==> config.mk <==
export PLATFORM = sky130hd
export DESIGN_NAME = sdram_init_monitor_flat
export DESIGN_NICKNAME = d
export VERILOG_FILES = /design/src/rtl/sdram_init_monitor_if.sv /design/src/rtl/sdram_init_monitor.sv /design/src/flat_wrapper.sv
export SDC_FILE = /design/constraint.sdc
export NUM_CORES = 1
export LEC_CHECK = 0
export BUFFER_PORTS_ARGS = -buffer_cell sky130_fd_sc_hd__buf_2
export CELL_PAD_IN_SITES_DETAIL_PLACEMENT = 1
export CELL_PAD_IN_SITES_GLOBAL_PLACEMENT = 1
export CORE_ASPECT_RATIO = 1.5
export CORE_MARGIN = 4
export CORE_UTILIZATION = 35
export CTS_BUF_LIST = sky130_fd_sc_hd__clkbuf_8
export DETAILED_ROUTE_END_ITERATION = 10
export PLACE_DENSITY = 0.66
export SLEW_MARGIN = 20
export SYNTH_ARGS = -nofsm -noshare
export SYNTH_HDL_FRONTEND = slang
export SYNTH_SLANG_ARGS = --single-unit
export TNS_END_PERCENT = 10
==> constraint.sdc <==
create_clock -name clk -period 3.8 [get_ports clk]
set_input_delay 0.19 -clock clk [delete_from_list [all_inputs] [get_ports clk]]
set_output_delay 0.19 -clock clk [all_outputs]
set_load 0.01 [all_outputs]
==> src/rtl/sdram_init_monitor_if.sv <==
// SDRAM command bus as seen on the device pins: the controller drives it and
// the init monitor observes it.
interface sdram_init_monitor_if;
    logic [3:0]  cmd;   // {cs_n, ras_n, cas_n, we_n}
    logic [11:0] addr;
    logic [1:0]  bank;

    modport master (output cmd, addr, bank);
    modport slave  (input  cmd, addr, bank);
endinterface

==> src/rtl/sdram_init_monitor.sv <==
// Device-side checker for the SDRAM power-up/initialisation protocol: power-up wait,
// PRECHARGE ALL, N_REF auto-refreshes, LOAD MODE; flags the first violation seen.
module sdram_init_monitor #(
    parameter int T_POWERUP = 10000,
    parameter int T_RP      = 2,
    parameter int T_RFC     = 7,
    parameter int T_MRD     = 2,
    parameter int N_REF     = 2
) (
    input  logic                 clk,
    input  logic                 rst,
    sdram_init_monitor_if.slave  bus,
    output logic                 init_done,
    output logic                 init_err,
    output logic [2:0]           err_code,
    output logic [11:0]          mode_reg,
    output logic [3:0]           ref_cnt
);

    typedef enum logic [2:0] {PWR, TRP, TRFC, TMRD, DONE, ERR} state_t;
    typedef enum logic [2:0] {C_DESEL, C_NOP, C_PRE, C_REF, C_MRS, C_OTHER} cmd_t;

    // The timer holds (cycles since entry - 1) at each edge, so a command at
    // the T-th edge after entry is legal once timer >= T-1.
    localparam logic [15:0] PWR_LIM = 16'(T_POWERUP - 1);
    localparam logic [15:0] RP_LIM  = 16'(T_RP - 1);
    localparam logic [15:0] RFC_LIM = 16'(T_RFC - 1);
    localparam logic [15:0] MRD_LIM = 16'(T_MRD - 1);

    state_t      state, state_nx;
    cmd_t        cmd_dec;
    logic [15:0] timer;
    logic        active;
    logic        timer_clr;
    logic        err_set;
    logic [2:0]  code_nx;
    logic        ref_inc;
    logic        mode_cap;
    logic        cl_ok, bl_ok;
    logic        unused_bank;

    function automatic logic [15:0] sat_inc16(input logic [15:0] v);
        return (v == 16'hFFFF) ? v : v + 16'd1;
    endfunction

    function automatic logic [3:0] sat_inc4(input logic [3:0] v);
        return (v == 4'hF) ? v : v + 4'd1;
    endfunction

    assign unused_bank = ^bus.bank;

    always_comb begin
        cmd_dec = C_OTHER;
        if (bus.cmd[3])              cmd_dec = C_DESEL;
        else if (bus.cmd == 4'b0111) cmd_dec = C_NOP;
        else if (bus.cmd == 4'b0010) cmd_dec = C_PRE;
        else if (bus.cmd == 4'b0001) cmd_dec = C_REF;
        else if (bus.cmd == 4'b0000) cmd_dec = C_MRS;
    end

    assign active = (cmd_dec != C_DESEL) && (cmd_dec != C_NOP);
    assign cl_ok  = (bus.addr[6:4] == 3'b010) || (bus.addr[6:4] == 3'b011);
    assign bl_ok  = (bus.addr[2] == 1'b0) || (bus.addr[2:0] == 3'b111);

    always_ff @(posedge clk) begin
        if (rst) state <= PWR;
        else     state <= state_nx;
    end

    always_comb begin
        state_nx  = state;
        timer_clr = 1'b0;
        err_set   = 1'b0;
        code_nx   = 3'd0;
        ref_inc   = 1'b0;
        mode_cap  = 1'b0;
        case (state)
            PWR: if (active) begin
                if (timer < PWR_LIM) begin
                    err_set = 1'b1; code_nx = 3'd1;
                end else if (cmd_dec == C_PRE && bus.addr[10]) begin
                    state_nx = TRP; timer_clr = 1'b1;
                end else if (cmd_dec == C_PRE) begin
                    err_set = 1'b1; code_nx = 3'd2;
                end else begin
                    err_set = 1'b1; code_nx = 3'd4;
                end
            end
            TRP: if (active) begin
                if (timer < RP_LIM) begin
                    err_set = 1'b1; code_nx = 3'd3;
                end else if (cmd_dec == C_REF) begin
                    state_nx = TRFC; timer_clr = 1'b1; ref_inc = 1'b1;
                end else begin
                    err_set = 1'b1; code_nx = 3'd4;
                end
            end
            TRFC: if (active) begin
                if (timer < RFC_LIM) begin
                    err_set = 1'b1; code_nx = 3'd3;
                end else if (cmd_dec == C_REF) begin
                    state_nx = TRFC; timer_clr = 1'b1; ref_inc = 1'b1;
                end else if (cmd_dec == C_MRS && int'(ref_cnt) >= N_REF) begin
                    mode_cap = 1'b1;
                    if (!cl_ok) begin
                        err_set = 1'b1; code_nx = 3'd5;
                    end else if (!bl_ok) begin
                        err_set = 1'b1; code_nx = 3'd6;
                    end else begin
                        state_nx = TMRD; timer_clr = 1'b1;
                    end
                end else begin
                    err_set = 1'b1; code_nx = 3'd4;
                end
            end
            TMRD: begin
                if (timer < MRD_LIM) begin
                    if (active) begin
                        err_set = 1'b1; code_nx = 3'd3;
                    end
                end else begin
                    state_nx = DONE;
                end
            end
            default: ;
        endcase
        if (err_set) state_nx = ERR;
    end

    always_ff @(posedge clk) begin
        if (rst) begin
            timer     <= 16'd0;
            init_done <= 1'b0;
            init_err  <= 1'b0;
            err_code  <= 3'd0;
            mode_reg  <= 12'd0;
            ref_cnt   <= 4'd0;
        end else begin
            if (timer_clr)
                timer <= 16'd0;
            else if (state == PWR || state == TRP || state == TRFC || state == TMRD)
                timer <= sat_inc16(timer);
            if (ref_inc)  ref_cnt  <= sat_inc4(ref_cnt);
            if (mode_cap) mode_reg <= bus.addr;
            if (err_set) begin
                init_err <= 1'b1;
                err_code <= code_nx;
            end
            if (state == TMRD && state_nx == DONE) init_done <= 1'b1;
        end
    end

endmodule
==> src/flat_wrapper.sv <==
// flat-port wrapper written by rule: the top's interface ports become plain ports
module sdram_init_monitor_flat 
#(
    parameter int T_POWERUP = 10000,
    parameter int T_RP      = 2,
    parameter int T_RFC     = 7,
    parameter int T_MRD     = 2,
    parameter int N_REF     = 2
)
  (clk, rst, init_done, init_err, err_code, mode_reg, ref_cnt, bus_cmd, bus_addr, bus_bank);
  sdram_init_monitor_if bus_i ();
  input  logic clk;
  input  logic rst;
  output logic init_done;
  output logic init_err;
  output logic [2:0] err_code;
  output logic [11:0] mode_reg;
  output logic [3:0] ref_cnt;
  input wire logic [$bits(bus_i.cmd)-1:0] bus_cmd;
  input wire logic [$bits(bus_i.addr)-1:0] bus_addr;
  input wire logic [$bits(bus_i.bank)-1:0] bus_bank;
  assign bus_i.cmd = bus_cmd;
  assign bus_i.addr = bus_addr;
  assign bus_i.bank = bus_bank;
  sdram_init_monitor #(.T_POWERUP(T_POWERUP), .T_RP(T_RP), .T_RFC(T_RFC), .T_MRD(T_MRD), .N_REF(N_REF)) u_core (.clk(clk), .rst(rst), .bus(bus_i), .init_done(init_done), .init_err(init_err), .err_code(err_code), .mode_reg(mode_reg), .ref_cnt(ref_cnt));
endmodule
==> summary.txt <==
Global routing
  • Total track usage: ~15%
  • Largest net degree at the start of global routing: 25
  • Wire length of the first global-routing pass: between 9 and 10 mm
  • Remaining global-route overflow: 0
  • Vias in the first global route: 1933
  • Antenna violations before repair: 0

Timing
  • Final worst-path cycle share: between 60 and 70%
  • Finish-stage setup viols: 0
  • Setup repair after global routing missed its margin: false
  • Number of endpoints with negative hold slack in the final report: 0
  • Final period demand of the worst path: around 2600 ps
  • Setup TNS Final: 0 ps
  • Fmax: about 380 MHz
  • Slew of the pin with the lowest slew margin: 770.0 ps
  • Pins Over Slew Limit: 0
  • Worst slew margin relative to its limit: approximately half
  • Worst clock skew on the final layout: approximately 5.8 ps
  • Setup slack after layout: 1158 ps

Clocking
  • Number of H-tree levels: 2
  • Worst-Skew Late Latency: roughly 290 ps
  • Clock tree from TritonCTS: built
  • Setup Fix Bufs, Post-CTS: 0
  • Cells resized by post-CTS repair: 0
  • Total clock sinks: 40
  • Clock tree buffer depth: 2
  • Cell at the root of the clock tree: sky130_fd_sc_hd__clkbuf_8
  • Clock-pin slew on the worst setup and hold paths: ~80 ps
  • Number of buffers inserted for hold repair after clock tree synthesis: 0
  • Number of buffers inserted during clock tree synthesis: 5

Critical path
  • Cell breakdown of the critical path: or4_4 > nor4_4 > a2111oi_2 > or2_0 > o31a_1 > a32o_2
  • Startpoint class of the critical path: flip-flop
  • Largest stage delay on the critical path: roughly 600 ps
  • Arr. time, crit path: roughly 2800 ps
  • Maximum fanout along the worst path: 6
  • Crit. End Element: flip-flop
  • Flop-to-flop setup slack: 1160 ps
  • Cells on worst reg2reg path: 6
  • Buffers & Inverters on Critical Path: 0
  • WP data required: just under 4000 ps
  • Critical register-to-register path startpoint: u_core.timer[4]
  • Crit path kind: reg -> reg
  • End of the worst register-to-register path: u_core.err_code[1]
  • Master of the slowest instance on the critical path: sky130_fd_sc_hd__or4_4
  • Delay-heaviest family, CP: simple AND/OR/NAND/NOR gates

Pwr
  • Final total power: 0.0008333 W
  • Switching power of the nets: ~0.00022 W
  • Share of power burned in combinational logic: between 10% and 20%
  • Clock Power Share: a little over a third
  • Seq pwr share: 53.5%
  • Power per cell area: between 300 and 400 nW/um2
  • Reported leakage power: about 1.1 nW
  • Total internal power: 0.0006162 W
  • Worst IR Drop VDD: between 0.0001 and 0.00015 V
  • Switching part of the total: 26.06%

Synthesis
  • Number of enable-type register cells in the synthesized netlist: 0
  • Post-synthesis area per instance: ~8.6 um2
  • Post-Synthesis Cell Area: 2088 um2
  • Gate count after technology mapping: between 200 and 250
  • Most area-consuming cells after synthesis: sky130_fd_sc_hd__dfxtp_1 38%, sky130_fd_sc_hd__nor2_1 7.7%, sky130_fd_sc_hd__mux2i_1 5.8%
  • Portion of the post-synthesis area used by sequential elements: a little under two fifths
  • Fraction of registers with async set or reset after synthesis: 0%
  • Distinct cell type count of the synthesized netlist: 53
  • Synth area leader: sky130_fd_sc_hd__dfxtp_1
  • Fraction of synthesized cell area taken by the top area cell type: a little under two fifths
  • Post-synthesis sequential element count: 40
  • Synth warn: 0
  • Post-synth net total: around 270
  • Most used DFF post-synth: sky130_fd_sc_hd__dfxtp_1

Run
  • Total of max-cap violations: 0

Hold path
  • Worst hold path stage count: 3
  • Hold Crit Endpoint: u_core.mode_reg[8]
  • Hold path startpoint: bus_addr[8]
  • HP Class: in -> reg

Route
  • DRC violations left: 0
  • Wirelength, routed: roughly 5.3 mm
  • Wire length per cell after detailed routing: 14.99 um
  • Final antenna-violating net count: 0
  • Vias after detailed routing: 1923
  • Post-DR vias/cell: 5.432
  • 1st-pass router iterations: 4
  • Initial DRC count: 96

Floorplanning
  • Initial core utilization: about 36%
  • Top Ports: just over 40
  • Vertical die dimension: between 100 and 150 um
  • Num rows: 34
  • Die extent in x: between 70 and 80 um
  • Area of the die: 7292 um2
  • Standard cell core area: between 5000 and 6000 um2

Outcome
  • Outcome: finished, final reports clean

Placement
  • Minimum setup slack after placement: 1163 ps
  • Weighted congestion reported at the end of routability-driven placement: around 0.85
  • I/O Buffers: 38
  • Total placed instance area: approximately 2300 um2
  • Placed cells: 346
  • Estimated wirelength of the detail-placed design: 4.227 mm

Final layout
  • Commonest non-fill, non-tap cell in the layout: sky130_fd_sc_hd__nor2_1
  • Layout Area Growth over Synthesis: 16.66%
  • Most used cells in the layout excluding fill and tap cells: 43 x sky130_fd_sc_hd__nor2_1, 40 x sky130_fd_sc_hd__dfxtp_1, 38 x sky130_fd_sc_hd__buf_2, 16 x sky130_fd_sc_hd__nand2_1, 14 x sky130_fd_sc_hd__nand3_1
  • Nets: between 300 and 400
  • Post-route standard cell area excluding fillers: 2436 um2
  • Count of placed standard cells in the final layout, fillers left out: ~350
  • Diodes inserted: 0
  • Max FFs per register: 16
  • Fraction of layout cells with a size suffix above 1: 21.63%
==> cell usage after synthesis (2+ instances only) <==
master / n
sky130_fd_sc_hd__o21ai_0: 4
sky130_fd_sc_hd__and2_1: 2
sky130_fd_sc_hd__a311oi_1: 3
sky130_fd_sc_hd__or4_1: 2
sky130_fd_sc_hd__xor2_1: 13
sky130_fd_sc_hd__nor3b_1: 2
sky130_fd_sc_hd__a21oi_1: 11
sky130_fd_sc_hd__xnor2_1: 4
sky130_fd_sc_hd__and3_1: 7
sky130_fd_sc_hd__a22oi_1: 2
sky130_fd_sc_hd__nor2_1: 43
sky130_fd_sc_hd__mux2i_1: 12
sky130_fd_sc_hd__nor2b_1: 2
sky130_fd_sc_hd__a31oi_1: 3
sky130_fd_sc_hd__nand2_1: 16
sky130_fd_sc_hd__dfxtp_1: 40
sky130_fd_sc_hd__clkbuf_1: 8
sky130_fd_sc_hd__o211ai_1: 3
sky130_fd_sc_hd__nor4b_1: 2
sky130_fd_sc_hd__o32ai_1: 2
sky130_fd_sc_hd__inv_1: 8
sky130_fd_sc_hd__buf_2: 2
sky130_fd_sc_hd__nand3_1: 14
sky130_fd_sc_hd__nand4_1: 3
sky130_fd_sc_hd__ha_1: 4
sky130_fd_sc_hd__nor4_1: 2
sky130_fd_sc_hd__nor3_1: 4
==> per-stage QoR <==
step                util [%]  hold slack, ps
floorplan                  -           333.9
global placement       40.51           423.0
detailed placement     40.51           433.0
CTS                    42.11           128.9
global route           42.11           149.2
finish                 42.11           126.6
==> worst max path at each step <==
stage | start | end | slack [ps] | cells after the start
2_1_floorplan | u_core.timer[4] | u_core.err_code[1] | 1380 | 7
3_3_place_gp | u_core.timer[4] | u_core.err_code[1] | 1170 | 6
3_5_place_dp | u_core.timer[4] | u_core.err_code[1] | 1160 | 6
4_1_cts | u_core.timer[4] | u_core.err_code[1] | 1140 | 6
5_1_grt | u_core.timer[4] | u_core.err_code[1] | 960 | 6
6_report | u_core.timer[4] | u_core.err_code[1] | 1160 | 6
==> area by class of cell <==
cell class / count / area (um2)
clock inverter: 2 / 10.01
clock buffer: 6 / 82.58
fill: 740 / 3349
tap: 72 / 90.09
multi-input combinational: 186 / 1217
inverter: 8 / 30.03
sequential: 40 / 800.8
timing repair buffer: 40 / 205.2
==> worst min-delay path, cell delays in order <==
cell                      delay, ps
sky130_fd_sc_hd__buf_2           70
sky130_fd_sc_hd__mux2i_1         50
sky130_fd_sc_hd__nor2_1          70
==> power by group through the flow <==
stage	clock, W	sequential (W)	combinational (W)
3_3_place_gp	0	0.000455	0.0000965
4_1_cts	0.000301	0.000446	0.0000998
2_1_floorplan	0	0.000448	0.0000682
3_5_place_dp	0	0.000456	0.0000992
5_1_grt	0.000323	0.000449	0.000111
6_report	0.000289	0.000446	0.0000979
==> logic make-up after synthesis <==
logic type / after synthesis / share of synthesized area, %
flops: 40 / 38.35
xor+xnor: 17 / 7.130
mux: 12 / 5.752
simple gates: 110 / 27.62
compound gates: 43 / 15.40
fa+ha+maj: 4 / 2.397
buf+inv: 18 / 3.355
==> metal layers <==
metal  GRT usage [%]  up-vias  share of wire, %
met5               0        -                 0
met4           5.355        0               1.6
met3           3.122        8               4.6
met2           29.74       37                54
met1           16.63      929                40
li1                -      949                 -
No activity file was read; power rests on OpenSTA's default activity.
